==> src/rtl/sipo_deserializer.sv <==
// Serial-in, parallel-out receiver. Reassembles WIDTH-bit words from a qualified
// serial stream framed by a start bit, and presents each completed word on po
// with a one-cycle po_valid strobe. An early start aborts the frame in progress.
module sipo_deserializer #(
  parameter int unsigned WIDTH     = 4,
  parameter bit          MSB_FIRST = 1'b1
) (
  input  logic             clk,
  input  logic             reset,
  input  logic             si,
  input  logic             si_valid,
  input  logic             start,
  output logic [WIDTH-1:0] po,
  output logic             po_valid,
  output logic             busy,
  output logic             frame_err
);

  localparam int unsigned CntW = (WIDTH > 2) ? $clog2(WIDTH) : 1;
  localparam logic [CntW-1:0] LastCnt = CntW'(WIDTH - 1);
  localparam logic [CntW-1:0] OneCnt  = CntW'(1);

  typedef enum logic {StIdle, StRecv} state_e;

  state_e           state_q, state_d;
  logic [CntW-1:0]  cnt_q, cnt_d;
  logic [WIDTH-1:0] sr_q, sr_d;
  logic [WIDTH-1:0] po_q, po_d;
  logic             po_valid_q, po_valid_d;
  logic             frame_err_q, frame_err_d;

  // Shift one bit into a word in the configured bit order.
  function automatic logic [WIDTH-1:0] insert(input logic [WIDTH-1:0] base, input logic b);
    logic [WIDTH-1:0] res;
    if (MSB_FIRST) begin
      res = {base[WIDTH-2:0], b};
    end else begin
      res = {b, base[WIDTH-1:1]};
    end
    return res;
  endfunction

  // Next-state logic: framing, bit insertion, word completion and abort.
  always_comb begin
    state_d     = state_q;
    cnt_d       = cnt_q;
    sr_d        = sr_q;
    po_d        = po_q;
    po_valid_d  = 1'b0;
    frame_err_d = 1'b0;
    unique case (state_q)
      StIdle: begin
        if (si_valid && start) begin
          sr_d    = insert('0, si);
          cnt_d   = OneCnt;
          state_d = StRecv;
        end
      end
      StRecv: begin
        if (si_valid) begin
          if (start) begin
            // Early start: drop the partial word and begin a fresh frame.
            frame_err_d = 1'b1;
            sr_d        = insert('0, si);
            cnt_d       = OneCnt;
          end else if (cnt_q == LastCnt) begin
            sr_d       = insert(sr_q, si);
            po_d       = insert(sr_q, si);
            po_valid_d = 1'b1;
            cnt_d      = '0;
            state_d    = StIdle;
          end else begin
            sr_d  = insert(sr_q, si);
            cnt_d = cnt_q + OneCnt;
          end
        end
      end
      default: begin
        state_d = StIdle;
        cnt_d   = '0;
      end
    endcase
  end

  // State and output registers with asynchronous reset.
  always_ff @(posedge clk or posedge reset) begin
    if (reset) begin
      state_q     <= StIdle;
      cnt_q       <= '0;
      sr_q        <= '0;
      po_q        <= '0;
      po_valid_q  <= 1'b0;
      frame_err_q <= 1'b0;
    end else begin
      state_q     <= state_d;
      cnt_q       <= cnt_d;
      sr_q        <= sr_d;
      po_q        <= po_d;
      po_valid_q  <= po_valid_d;
      frame_err_q <= frame_err_d;
    end
  end

  assign po        = po_q;
  assign po_valid  = po_valid_q;
  assign frame_err = frame_err_q;
  assign busy      = (state_q == StRecv);

endmodule

==> config.mk <==
export PLATFORM = sky130hd
export DESIGN_NAME = sipo_deserializer
export DESIGN_NICKNAME = d
export VERILOG_FILES = /design/src/rtl/sipo_deserializer.sv
export SDC_FILE = /design/constraint.sdc
export NUM_CORES = 1
export LEC_CHECK = 0
export ABC_CLOCK_PERIOD_IN_PS = 2400
export CAP_MARGIN = 20
export CORE_UTILIZATION = 30
export CTS_BUF_LIST = sky130_fd_sc_hd__clkbuf_16
export DETAILED_ROUTE_END_ITERATION = 10
export HOLD_SLACK_MARGIN = 0.08
export SYNTH_ARGS = -nofsm -noshare
export SYNTH_HDL_FRONTEND = slang
export SYNTH_SLANG_ARGS = --single-unit
==> constraint.sdc <==
create_clock -name clk -period 2.4 [get_ports clk]
set_input_delay 0.36 -clock clk [delete_from_list [all_inputs] [get_ports clk]]
set_output_delay 0.36 -clock clk [all_outputs]
set_load 0.005 [all_outputs]
==> results.json, run 1 <==
{
  "outcome": "complete, no violations",
  "grt_pass1_wl_um": 1390,
  "drtPass1Iterations": 4,
  "post_drt_wl_per_cell_um": 12.8,
  "power.density_mw_per_mm2": 1180,
  "drive_above_1_share_pct": 20.4,
  "crit_chain": "clkdlybuf4s50_1",
  "regArea_um2": 300,
  "rr_startpoint": "cnt_q[0]$_DFFE_PP0P_",
  "cp_slowest_cell": "clkdlybuf4s50_1",
  "cap_viol_max_count": 0,
  "rows": 14,
  "worst_pin_slew_ps": 448,
  "cp_data_required_time_ps": 2040,
  "syn-cell-area_um2": 497,
  "ir_drop_mv": 0.529,
  "synth_top_area_cell": "dfrtp_1",
  "setup_tns_ps": 0,
  "clk_pin_slew_ps": 40,
  "die_height_um": 42.7,
  "timing.hold.ws_ps": 433,
  "die_area_mm2": 0.00182,
  "cp.arrival_ps": 1290,
  "num-fill-cells": 139,
  "grt_max_degree": 13,
  "max_freq_mhz": 606,
  "n_antenna_cell": 0,
  "hold_buffers": 0,
  "grt_pass1_vias": 295,
  "cp-end-kind": "primary output",
  "post_cts_buffers": 0,
  "fin_ws_ps": 749,
  "crit_path_max_incr_delay_ps": 560,
  "leakagePower_nw": 0.329,
  "cts_tree": "done",
  "cp_top_family": "buffers and inverters",
  "netlist.area_leader.share_pct": 60.5,
  "fin_crit_ps": 1650,
  "yosys_warnings": 0,
  "multi_input_area_um2": 180,
  "reg2reg_depth": 3,
  "criticalPathCategory": "register to primary output",
  "r2r_end": "po[1]$_DFFE_PP0P_",
  "syn_inst": 36,
  "worstPathMaxFanout": 10,
  "clockBufferDepth": 2,
  "period_share_pct": 68.8,
  "crit_buf_inv": 1,
  "cts_repair_resize_count": 0,
  "ff2ff_setup_slack_ps": 1130,
  "synth.yosys.seq_area_share_pct": 60.5,
  "port_buffers": 11,
  "fin_skew_ps": 1.40,
  "track_usage_pct": 10.9,
  "drt_iter0_markers": 7,
  "viasPerCell": 5.03,
  "clkSinkCount": 12,
  "cp-startpoint": "busy$_DFF_PP0_",
  "htree_levels": 1,
  "overflow": 0,
  "drt-total-wl_um": 833,
  "synthTopCellsByArea": "dfrtp_1 (60%), mux2_2 (11%), a22o_1 (5.3%)",
  "rsz0062_at_grt": "no",
  "hold_path_class": "primary input to async pin",
  "startpoint_type": "register",
  "fin_cells": 65,
  "clkLatencyLatePin_ps": 230,
  "setup_violations": 0,
  "final_cell_mix": "dfrtp_1 (12), clkdlybuf4s50_1 (11), mux2_2 (5)",
  "dp.cells": 62,
  "slew_headroom_pct": 70.1,
  "core_area_mm2": 0.00152,
  "numCtsBuffers": 3,
  "ios": 12,
  "start_util_pct": 32.6,
  "die_w_um": 42.7,
  "vias": 327,
  "nets": 57,
  "gp_congestion": 0.616,
  "place_ws_ps": 659,
  "syn-num-nets": 42,
  "hold_viol": 0,
  "ant_nets": 0,
  "areaGrowthSynthToFinish_pct": 40.3,
  "synth_area_per_cell_um2": 13.8,
  "slew_violations": 0,
  "cts-root-buf": "clkbuf_16",
  "final_common_cell": "dfrtp_1",
  "ys_types": 16,
  "drc_errors": 0,
  "antenna_found_initial": 0,
  "final_core_util_pct": 45.7,
  "synth.ff_latch_count": 12
}
==> sequential cells by signal, summed over array words and instances (netlist names) <==
signal,count
po,4
busy,1
po_valid,1
frame_err,1
sr_q,3
cnt_q,2
==> how the worst max path moves through the flow <==
| stage | end | slack, ps | depth (start not counted) |
|---|---|---|---|
| after global placement | po[1]$_DFFE_PP0P_ | 710 | 3 |
| final | busy | 750 | 1 |
| after detailed placement | po[1]$_DFFE_PP0P_ | 660 | 3 |
| after floorplan | po[0]$_DFFE_PP0P_ | 1200 | 3 |
| after global routing | busy | 690 | 1 |
| after CTS | busy | 740 | 1 |
==> where the power goes <==
part | internal (W) | total, W | switching (W)
sequential | 0.000271 | 0.000322 | 0.0000509
combinational | 0.000140 | 0.000205 | 0.0000646
clock | 0.000216 | 0.000294 | 0.0000782
==> cell usage after synthesis <==
cell type / number
ha_1: 1
o221ai_1: 1
and3_1: 1
nand4b_2: 1
inv_1: 3
nand3_1: 1
o21ai_1: 1
or3b_2: 1
mux2_2: 5
a221o_1: 1
dfrtp_1: 12
a22o_1: 3
nor4bb_1: 1
and3b_1: 1
buf_2: 1
nand2_1: 2
==> metrics by stage <==
stage	area (um2)	total power, W
floorplan	497	0.000421
global route	697	0.000868
CTS	697	0.000833
detailed placement	622	0.000533
global placement	622	0.000529
finish	697	0.000821
==> kinds of logic after synthesis <==
kind of cell	count (synthesis)	share of synthesized area [%]
flip-flops	12	60.5
buffers and inverters	4	3.27
multiplexers	5	11.3
AO/OA/AOI/OAI	6	10.1
AND/OR/NAND/NOR	8	12.3
adder cells (fa/ha/maj)	1	2.52
==> cell type report <==
cell class | instances | area share (%)
repair buffers | 11 | 15.8
inverters | 3 | 1.62
flip-flops and latches | 12 | 43.1
well taps | 16 | 2.87
multi-input cells | 20 | 25.9
clock buffers | 3 | 10.8
==> worst register-to-register path, stage by stage, from the launching register on <==
cell and delay [ps]:
dfrtp_1 390, ha_1 250, nand4b_2 170, mux2_2 350
==> per-layer routing <==
| layer | track usage [%] | vias up | wire length (um) | share of wire, % |
|---|---|---|---|---|
| met5 | 0 | - | 0 | 0 |
| met4 | 3.75 | 0 | 0 | 0 |
| met3 | 6.81 | 0 | 74 | 8.9 |
| met2 | 13.9 | 12 | 363 | 44 |
| met1 | 14.7 | 156 | 395 | 47 |
| li1 | - | 159 | - | - |
Power figures use the tool's default switching activity.
==> run 2, diff against run 1 <==
--- a/config.mk
+++ b/config.mk
@@ -5,7 +5,7 @@
 export SDC_FILE = /design/constraint.sdc
 export NUM_CORES = 1
 export LEC_CHECK = 0
-export ABC_CLOCK_PERIOD_IN_PS = 2400
+export ABC_CLOCK_PERIOD_IN_PS = 1350
 export CAP_MARGIN = 20
 export CORE_UTILIZATION = 30
 export CTS_BUF_LIST = sky130_fd_sc_hd__clkbuf_16
==> constraint.sdc (replaced) <==
create_clock -name clk -period 1.35 [get_ports clk]
set_input_delay 0.2025 -clock clk [delete_from_list [all_inputs] [get_ports clk]]
set_output_delay 0.2025 -clock clk [all_outputs]
set_load 0.005 [all_outputs]
==> results.json, run 2 (synthesized netlist as in run 1, its figures left out) <==
{
  "final_common_cell": "dfrtp_1",
  "clkSinkCount": 12,
  "slew_headroom_pct": 69.6,
  "num-fill-cells": 139,
  "numCtsBuffers": 3,
  "hold_path_class": "primary input to async pin",
  "final_core_util_pct": 48.4,
  "cap_viol_max_count": 0,
  "cts_tree": "done",
  "cts-root-buf": "clkbuf_16",
  "clk_pin_slew_ps": 40,
  "nets": 62,
  "cp_data_required_time_ps": 1470,
  "drtPass1Iterations": 2,
  "drt-total-wl_um": 897,
  "fin_skew_ps": 3.54,
  "timing.hold.ws_ps": 272,
  "period_share_pct": 96.2,
  "rsz0062_at_grt": "no",
  "antenna_found_initial": 0,
  "grt_max_degree": 13,
  "worstPathMaxFanout": 5,
  "criticalPathCategory": "register to register",
  "clkLatencyLatePin_ps": 240,
  "crit_path_max_incr_delay_ps": 400,
  "viasPerCell": 4.96,
  "ant_nets": 0,
  "final_cell_mix": "dfrtp_1 (12), clkdlybuf4s50_1 (11), mux2_2 (5), buf_4 (5)",
  "track_usage_pct": 12.4,
  "n_antenna_cell": 0,
  "port_buffers": 11,
  "htree_levels": 1,
  "overflow": 0,
  "cp-end-kind": "register",
  "outcome": "complete, no violations",
  "dp.cells": 66,
  "power.density_mw_per_mm2": 2070,
  "gp_congestion": 0.694,
  "drc_errors": 0,
  "die_w_um": 42.7,
  "grt_pass1_wl_um": 1570,
  "cts_repair_resize_count": 0,
  "worst_pin_slew_ps": 456,
  "leakagePower_nw": 0.354,
  "fin_crit_ps": 1300,
  "clockBufferDepth": 2,
  "startpoint_type": "register",
  "ios": 12,
  "rows": 14,
  "cp.arrival_ps": 1420,
  "vias": 352,
  "core_area_mm2": 0.00152,
  "die_height_um": 42.7,
  "max_freq_mhz": 770,
  "setup_violations": 0,
  "fin_cells": 71,
  "drive_above_1_share_pct": 27.3,
  "die_area_mm2": 0.00182,
  "ir_drop_mv": 1.35,
  "crit_chain": "ha_1 > nand4b_2 > mux2_2",
  "start_util_pct": 32.6,
  "place_ws_ps": -120,
  "drt_iter0_markers": 1,
  "grt_pass1_vias": 366,
  "slew_violations": 0,
  "cp_slowest_cell": "dfrtp_1",
  "areaGrowthSynthToFinish_pct": 48.6,
  "hold_viol": 0,
  "fin_ws_ps": 50.7,
  "largest_register_ff_count": 4,
  "post_drt_wl_per_cell_um": 12.6
}
run 2: worst max-delay path: cells and delay by family (launching register included):
kind	cells	cell delay, ps
and+or+nand+nor	1	180
adders and majority gates	1	250
muxes	1	350
DFF	1	400
run 2: path summary, 6_finish.rpt:
| path | from | end | slack [ps] | cells after the start |
|---|---|---|---|---|
| hold reg to reg | po[3]$_DFFE_PP0P_ | po[3]$_DFFE_PP0P_ | 500 | 1 |
| hold / removal | reset | sr_q[2]$_DFFE_PP0P_ | 270 | 2 |
| setup reg to reg | cnt_q[0]$_DFFE_PP0P_ | po[1]$_DFFE_PP0P_ | 50 | 3 |
| setup / recovery | cnt_q[0]$_DFFE_PP0P_ | po[1]$_DFFE_PP0P_ | 50 | 3 |
| max in group asynchronous | reset | cnt_q[1]$_DFFE_PP0P_ | 760 | 2 |
| min in group clk | po[3]$_DFFE_PP0P_ | po[3]$_DFFE_PP0P_ | 500 | 1 |
run 2: cell type report:
class                   instances  area (um2)  share of cell area [%]
well taps                      16        20.0                    2.71
clock buffers                   3        75.1                    10.2
flip-flops and latches         12         300                    40.7
inverters                       3        11.3                    1.53
repair buffers                 16         148                    20.0
multi-input cells              20         180                    24.4
clock inverters                 1        3.75                   0.508
run 2: routing by layer:
metal | part of all wire [%] | vias up | wire [um] | global-route usage [%]
met5 | 0 | - | 0 | 0
met4 | 1.1 | 0 | 10 | 5.63
met3 | 7.0 | 2 | 63 | 8.09
met2 | 48 | 10 | 428 | 18.5
met1 | 44 | 171 | 395 | 13.5
li1 | - | 169 | - | -
run 2: stage by stage:
stage	area [um2]	power, W	setup TNS, ps
floorplan	497	0.000749	0
global placement	652	0.000973	-526
detailed placement	652	0.000985	-606
CTS	738	0.00154	0
global route	738	0.00162	0
finish	738	0.00153	0
run 2: what timing repair did:
| item | in CTS | in global routing |
|---|---|---|
| hold buffers | 0 | 0 |
| setup endpoints to repair | 1 | 0 |
| buffers inserted | 1 | 0 |
run 2: power breakdown:
part	total [W]	internal [W]	switching, W
combinational	0.000442	0.000292	0.000150
clock	0.000533	0.000389	0.000144
sequential	0.000551	0.000482	0.0000686
